<file path="src/rtl/condicionador_pkg.sv">
// condicionador_pkg: shared FSM states, defaults and the one-hot test used by the button conditioner
package condicionador_pkg;
  localparam int NUM_BOTOES_PADRAO = 4;
  localparam int LARGURA_MAX = 32;
  typedef enum logic [1:0] {
    OCIOSO        = 2'd0,
    AVALIA        = 2'd1,
    ESPERA_SOLTAR = 2'd2
  } estado_t;
  function automatic logic um_bit_ativo(input logic [LARGURA_MAX-1:0] v);
    return (v != '0) && ((v & (v - 1'b1)) == '0);
  endfunction
endpackage

</file>
<file path="src/rtl/debounce_bit.sv">
// debounce_bit: 2-flop synchronizer plus level debouncer for one button line (debouncer kept only with CONDICIONADOR_DEBOUNCE_EN)
module debounce_bit #(
  parameter int DEBOUNCE_CICLOS = 3
) (
  input  logic clock,
  input  logic reset,
  input  logic entrada,
  output logic estavel
);
  logic [1:0] sinc;
  // bring the asynchronous level into the clock domain
  always_ff @(posedge clock or negedge reset)
    if (!reset) sinc <= '0;
    else sinc <= {sinc[0], entrada};
`ifdef CONDICIONADOR_DEBOUNCE_EN
  localparam logic [7:0] LIMITE = 8'(DEBOUNCE_CICLOS - 1);
  logic [7:0] contagem;
  // accept a new level only after DEBOUNCE_CICLOS consecutive differing samples
  always_ff @(posedge clock or negedge reset)
    if (!reset) begin
      contagem <= '0;
      estavel <= 1'b0;
    end else if (sinc[1] == estavel) contagem <= '0;
    else if (contagem == LIMITE) begin
      contagem <= '0;
      estavel <= sinc[1];
    end else contagem <= contagem + 8'd1;
`else
  // without debouncing the stable level is one register behind the synchronizer
  always_ff @(posedge clock or negedge reset)
    if (!reset) estavel <= 1'b0;
    else estavel <= sinc[1];
`endif
endmodule

</file>
<file path="src/rtl/condicionador_botoes.sv">
// condicionador_botoes: turns raw buttons into one validated play pulse per press (debouncer enabled by CONDICIONADOR_DEBOUNCE_EN)
module condicionador_botoes
  import condicionador_pkg::*;
#(
  parameter int NUM_BOTOES = NUM_BOTOES_PADRAO,
  parameter int DEBOUNCE_CICLOS = 3
) (
  input  logic                  clock,
  input  logic                  reset,
  input  logic                  habilita,
  input  logic [NUM_BOTOES-1:0] botoes_in,
  output logic                  jogada,
  output logic [NUM_BOTOES-1:0] jogada_codigo,
  output logic                  jogada_invalida,
  output logic                  db_tem_jogada,
  output logic [1:0]            db_estado
);
  estado_t estado, proximo;
  logic [NUM_BOTOES-1:0] estavel, amostra, codigo;
  logic valido;
  for (genvar g = 0; g < NUM_BOTOES; g++) begin : g_linha
    debounce_bit #(.DEBOUNCE_CICLOS(DEBOUNCE_CICLOS)) u_db (
      .clock(clock),
      .reset(reset),
      .entrada(botoes_in[g]),
      .estavel(estavel[g])
    );
  end
  assign valido = um_bit_ativo(LARGURA_MAX'(amostra));
  // state register; the press vector is frozen on the edge that leaves OCIOSO so a quick release cannot change the verdict
  always_ff @(posedge clock or negedge reset)
    if (!reset) begin
      estado <= OCIOSO;
      amostra <= '0;
      codigo <= '0;
    end else begin
      estado <= proximo;
      if (estado == OCIOSO) amostra <= estavel;
      if (jogada) codigo <= amostra;
    end
  // next state and single-cycle verdict pulses
  always_comb begin
    proximo = estado;
    jogada = 1'b0;
    jogada_invalida = 1'b0;
    case (estado)
      OCIOSO:        proximo = |estavel ? AVALIA : OCIOSO;
      AVALIA: begin
        proximo = ESPERA_SOLTAR;
        jogada = valido && habilita;
        jogada_invalida = !valido;
      end
      ESPERA_SOLTAR: proximo = |estavel ? ESPERA_SOLTAR : OCIOSO;
      default:       proximo = OCIOSO;
    endcase
  end
  assign jogada_codigo = jogada ? amostra : codigo;
  assign db_tem_jogada = |estavel;
  assign db_estado = estado;
endmodule

</file>
<file path="config.mk">
export PLATFORM = sky130hd
export DESIGN_NAME = condicionador_botoes
export DESIGN_NICKNAME = d
export VERILOG_FILES = /design/src/rtl/condicionador_pkg.sv /design/src/rtl/debounce_bit.sv /design/src/rtl/condicionador_botoes.sv
export SDC_FILE = /design/constraint.sdc
export NUM_CORES = 1
export LEC_CHECK = 0
export ABC_AREA = 1
export CORE_ASPECT_RATIO = 0.6
export CORE_MARGIN = 2
export CORE_UTILIZATION = 35
export DETAILED_ROUTE_END_ITERATION = 8
export PLACE_DENSITY = 0.69
export SYNTH_ARGS = -nofsm -noshare
export SYNTH_HDL_FRONTEND = slang
export SYNTH_SLANG_ARGS = --single-unit
export TNS_END_PERCENT = 30
</file>
<file path="constraint.sdc">
create_clock -name clock -period 1.5 [get_ports clock]
set_input_delay 0.15 -clock clock [delete_from_list [all_inputs] [get_ports clock]]
set_output_delay 0.15 -clock clock [all_outputs]
set_load 0.005 [all_outputs]
</file>
Word level (Yosys, flattened, before mapping)
Cells that the tools add are included.
{ "classes": {"addsub": 1, "n_eq_ne": 2, "n_mux": 6, "n_bitwise": 1, "n_reduce_logical": 7} }
{ "ops": {"columns": ["operator", "n"], "rows": [
  ["$and A4 B32 Y32", 1],
  ["$logic_not A32 Y1", 1],
  ["$pmux W2 S3", 1],
  ["$sub A4 B1 Y5 const B", 1],
  ["$mux W4", 1],
  ["$reduce_bool A4 Y1", 1],
  ["$reduce_or A4 Y1", 1],
  ["$mux W1", 3],
  ["$eq A2 B1 Y1 const B", 1],
  ["$eq A2 B2 Y1 const B", 1],
  ["$logic_and A1 B1 Y1", 2],
  ["$logic_not A2 Y1", 1],
  ["$mux W2", 1],
  ["$logic_not A1 Y1", 1]
]} }
{ "totals": {"reg_bits": 22, "in_bits": 7, "out_inout_bits": 9, "elab_cells": 28} }

Longest topological paths before layout
{ "logic_depth": {"word_depth": 7, "ltp_mapped": 7, "depth_no_buf": 7} }

Hierarchy
A second synthesis with hierarchy kept.
{ "hier_totals": {"hier_cells": 69, "hier_area_um2": 814.5} }
{ "modules_own_cells": {"columns": ["mod", "n_inst", "cells_per_inst", "area_per_inst_um2", "seq_area_each_um2"], "rows": [
  ["condicionador_botoes", 1, 57, 514.2, 250.2],
  ["debounce_bit", 4, 3, 75.1, 75.1]
]} }

Worst setup path after synthesis
Ideal clock, no wire load.
{ "synth_timing": {"path_type": "register to output", "startpoint": "reg estado[1] (netlist: db_estado[1])", "endpoint": "out jogada_codigo[0]", "arrival_time_ns": 0.893, "required_time_ns": 1.350, "path_slack_ns": 0.457, "stages_incl_launch_ff": 7, "n_path_buf": 0, "path_cell_list": "dfrtp_1 inv_1 nand2_2 nor2_4 nand3_4 nand2_1 nand2_1"} }
{ "synth_via": {"elab_chain_len": 3} }
{ "synth_rtl": {"columns": ["item", "line", "source"], "rows": [
  ["start: declaration", "condicionador_botoes.sv:18", "estado_t estado, proximo;"],
  ["start signal: assignment", "condicionador_botoes.sv:37", "estado <= proximo;"],
  ["$eq A2 B1 Y1", "condicionador_botoes.sv:46", "case (estado)"],
  ["$mux W1", "condicionador_botoes.sv:46", null],
  ["$mux W4", null, null],
  ["end: declaration", "condicionador_botoes.sv:13", "output logic [NUM_BOTOES-1:0] jogada_codigo,"]
]} }
No other way between the ends.

Worst setup path in the final report
{ "layout_timing": {"startpoint": "reg amostra[3]", "endpoint": "reg codigo[0]"} }
{ "layout_via": {"elab_chain_len": 7, "word_cells_on_any_way": 8, "classes_between": "add/sub: 1; mux: 2; bitwise: 1; reduce/logical: 4"} }
{ "layout_rtl": {"columns": ["item", "line", "source"], "rows": [
  ["start: declaration", "condicionador_botoes.sv:19", "logic [NUM_BOTOES-1:0] estavel, amostra, codigo;"],
  ["start signal: assignment", "condicionador_botoes.sv:38", "if (estado == OCIOSO) amostra <= estavel;"],
  ["$sub A4 B1 Y5", "condicionador_pkg.sv:11", "return (v != '0) && ((v & (v - 1'b1)) == '0);"],
  ["$and A4 B32 Y32", "condicionador_pkg.sv:11", null],
  ["$logic_not A32 Y1", "condicionador_pkg.sv:11", null],
  ["$logic_and A1 B1 Y1 *", "condicionador_pkg.sv:11", null],
  ["$logic_and A1 B1 Y1 *", "condicionador_botoes.sv:50", "jogada = valido && habilita;"],
  ["$mux W1 *", "condicionador_botoes.sv:46", null],
  ["$mux W4 *", null, null],
  ["end signal: assignment", "condicionador_botoes.sv:39", "if (jogada) codigo <= amostra;"],
  ["end: declaration", "condicionador_botoes.sv:19", null]
]} }
Mark *: on every way between the ends. The rest lies on a longest branch, timed or not.
A chain may end at the register's enable or synchronous reset.

==> impl_metrics.tcl <==
set metrics [dict create \
    clkSinkCount 22 \
    h-tree-depth 1 \
    hold_slack_ns 0.2313 \
    worstSkewPairLatency_ns 0.26 \
    synth_top_flop_cell "dfrtp_1" \
    finalSetupViolCount 5 \
    post-route-util_pct 62.23 \
    syn-num-nets 76 \
    finalPower_uw 2882 \
    syn_area_per_cell_um2 11.73 \
    synth_edf_count 0 \
    clkTransAtPathRegs_ns 0.08 \
    power.leakage_uw 0.0007019 \
    critPathLaunchType "flip-flop" \
    synth_common_cells "22 x dfrtp_1, 17 x nand2_1, 5 x nand2_4" \
    grt_pass1_vias 624 \
    grt_pass1_wl_um 2635 \
    reg2regPathDepth 11 \
    syn-cell-area_um2 809.5 \
    tritoncts "yes" \
    pin_count 16 \
    regToRegStartpoint "amostra[3]$_DFFE_PN0P_" \
    cap_viol_max_count 0 \
    clk_path_buf_depth 2 \
    grt_antenna_before_repair 0 \
    grt_remaining_overflow 0 \
    synth_area_leaders "dfrtp_1 68%, nand2_1 7.9%, nand2_4 7.0%" \
    vias_per_cell 4.286 \
    n_antenna_cell 0 \
    path_class "reg2reg" \
    worstMarginPinSlew_ns 0.2793 \
    syn_inst 69 \
    fin_ws_ns -0.03762 \
    fin_crit_sh_pct 102.5 \
    slew_headroom_pct 81.38 \
    area_growth_pct 67.54 \
    required_ns 1.66 \
    die-area_mm2 0.002726 \
    cts_buffers 3 \
    drt_pass1_iterations 4 \
    drive_gt1_share_pct 48.39 \
    vias 660 \
    synth_cell_type_count 13 \
    skew_ns 0.004743 \
    drt-wirelength-per-cell_um 10.45 \
    grt_max_degree 23 \
    p_per_area_mw_per_mm2 2125 \
    start_util_pct 37.14 \
    status "finished with violations" \
    gp_congestion 0.7569 \
    postSynth.asyncResetShare_pct 100.0 \
    die_w_um 66.09 \
    initialDrtViolationCount 22 \
    hp-class "in2async" \
    fmax_mhz 650.4 \
    failed_checks "negative setup slack" \
    ys_ff_latch 22 \
    peakVddDrop_mv 0.9503 \
    clockRootBuffer "clkbuf_8" \
    yosys.cell_count.top_type "dfrtp_1" \
    route.detailed.drc 0 \
    portBuffers 15 \
    die_h_um 41.25 \
    period_minus_slack_ns 1.538 \
    drtAntennaViolNets 0 \
    dp_hpwl_um 966 \
    core_area_mm2 0.002180 \
    final-hold-violation-count 0 \
    slew_violations 0 \
    ctsHoldBuffers 0 \
    synth_top_cell_by_area "dfrtp_1" \
    reg2reg_setup_slack_ns -0.04 \
    rsz0062_at_grt "true" \
    cp.arrival_ns 1.70 \
    synth_top_area_share_pct 68.01 \
    critPathMaxFanout 4 \
    grt_usage_pct 14.01 \
    yosysWarnings 0 \
    reg2reg_to "codigo[0]$_DFF_PN0_" \
    wl_um 1609 \
    critPathCaptureType "flip-flop" \
    rows 13 \
    nets 132 \
    yosysSeqAreaShare_pct 68.01 \
]
## critical path, stage by stage, from the launching register on
cell and delay, ns:
dfrtp_1 0.41, inv_2 0.09, nand2_4 0.07, nand2_4 0.06, nand2_4 0.07, buf_6 0.12, nand4_1 0.08, nand2_1 0.08
buf_4 0.14, buf_6 0.10, buf_6 0.10, buf_4 0.11
## stage by stage
step / cells / cell area, um^2 / setup WS (ns) / TNS [ns]
after floorplan: 69 / 809.5 / 0.4573 / 0
after global placement: 130 / 1117 / -0.1956 / -0.8708
after detailed placement: 130 / 1117 / -0.2218 / -0.9894
after CTS: 150 / 1314 / -0.03215 / -0.09091
after global routing: 154 / 1356 / -0.1239 / -0.7095
final: 154 / 1356 / -0.03762 / -0.1228
## registers in the layout, indices dropped and copies added (netlist names)
register,cells
g_linha.u_db.estavel,4
g_linha.u_db.sinc,8
db_estado,2
codigo,4
amostra,4
## power breakdown
group	switching (uW)	total (uW)	internal (uW)	leakage, uW
sequential	91.8	827	735	0.000265
clock	188	544	356	0.0000357
combinational	621	1510	891	0.000402
total	900	2880	1980	0.000702
## cells in the final DEF (no fill, tap or decap), drive strengths merged
cell type | synthesis | final
buf | 0 | 40
nand2 | 24 | 24
dfrtp | 22 | 22
clkdlybuf4s50 | 0 | 7
inv | 7 | 7
nor2 | 5 | 5
nand4 | 4 | 4
o21ai | 4 | 4
clkbuf | 0 | 4
nand3 | 1 | 1
and2 | 1 | 1
a21oi | 1 | 1
bufinv | 0 | 1
clkdlybuf4s15 | 0 | 1
dlygate4sd2 | 0 | 1
dlymetal6s2s | 0 | 1
## cell type report
class,count,area (um^2)
fillers,172,823.3
flip-flops and latches,22,550.5
repair buffers,51,430.4
multi-input cells,40,240.2
clock buffers,3,41.29
well taps,30,37.54
clock inverters,1,30.03
inverters,7,26.28
## worst max path at each step
| stage | start | to | slack, ns | cells past startpoint |
|---|---|---|---|---|
| after floorplan | db_estado[1]$_DFF_PN0_ | jogada_codigo[0] | 0.46 | 6 |
| after global placement | habilita | jogada_codigo[2] | -0.20 | 6 |
| after detailed placement | habilita | jogada_codigo[1] | -0.22 | 6 |
| after CTS | db_estado[1]$_DFF_PN0_ | jogada_codigo[1] | -0.03 | 7 |
| after global routing | amostra[2]$_DFFE_PN0P_ | jogada_codigo[0] | -0.12 | 8 |
| final | amostra[3]$_DFFE_PN0P_ | codigo[0]$_DFF_PN0_ | -0.04 | 11 |
## per-layer routing
layer  vias to the layer above  global-route usage, %  wire (um)
met5                         -                      0          0
met4                         0                  4.592          0
li1                        330                      -          -
met2                        17                  25.50        760
met1                       313                  15.58        745
met3                         0                  5.769        103
## logic make-up after synthesis
kind of cell,after synthesis,synth area share [%]
simple gates,35,25.66
buf+inv,7,3.245
compound gates,5,3.091
flops,22,68.01
## repair_timing
action | in CTS | in global routing
gates resized for setup | 29 | 6
pin swaps | 11 | 4
buffers inserted | 18 | 4
hold endpoints to repair | 0 | 0
endpoints found under the setup margin | 6 | 10
No activity file was read; power rests on OpenSTA's default activity.
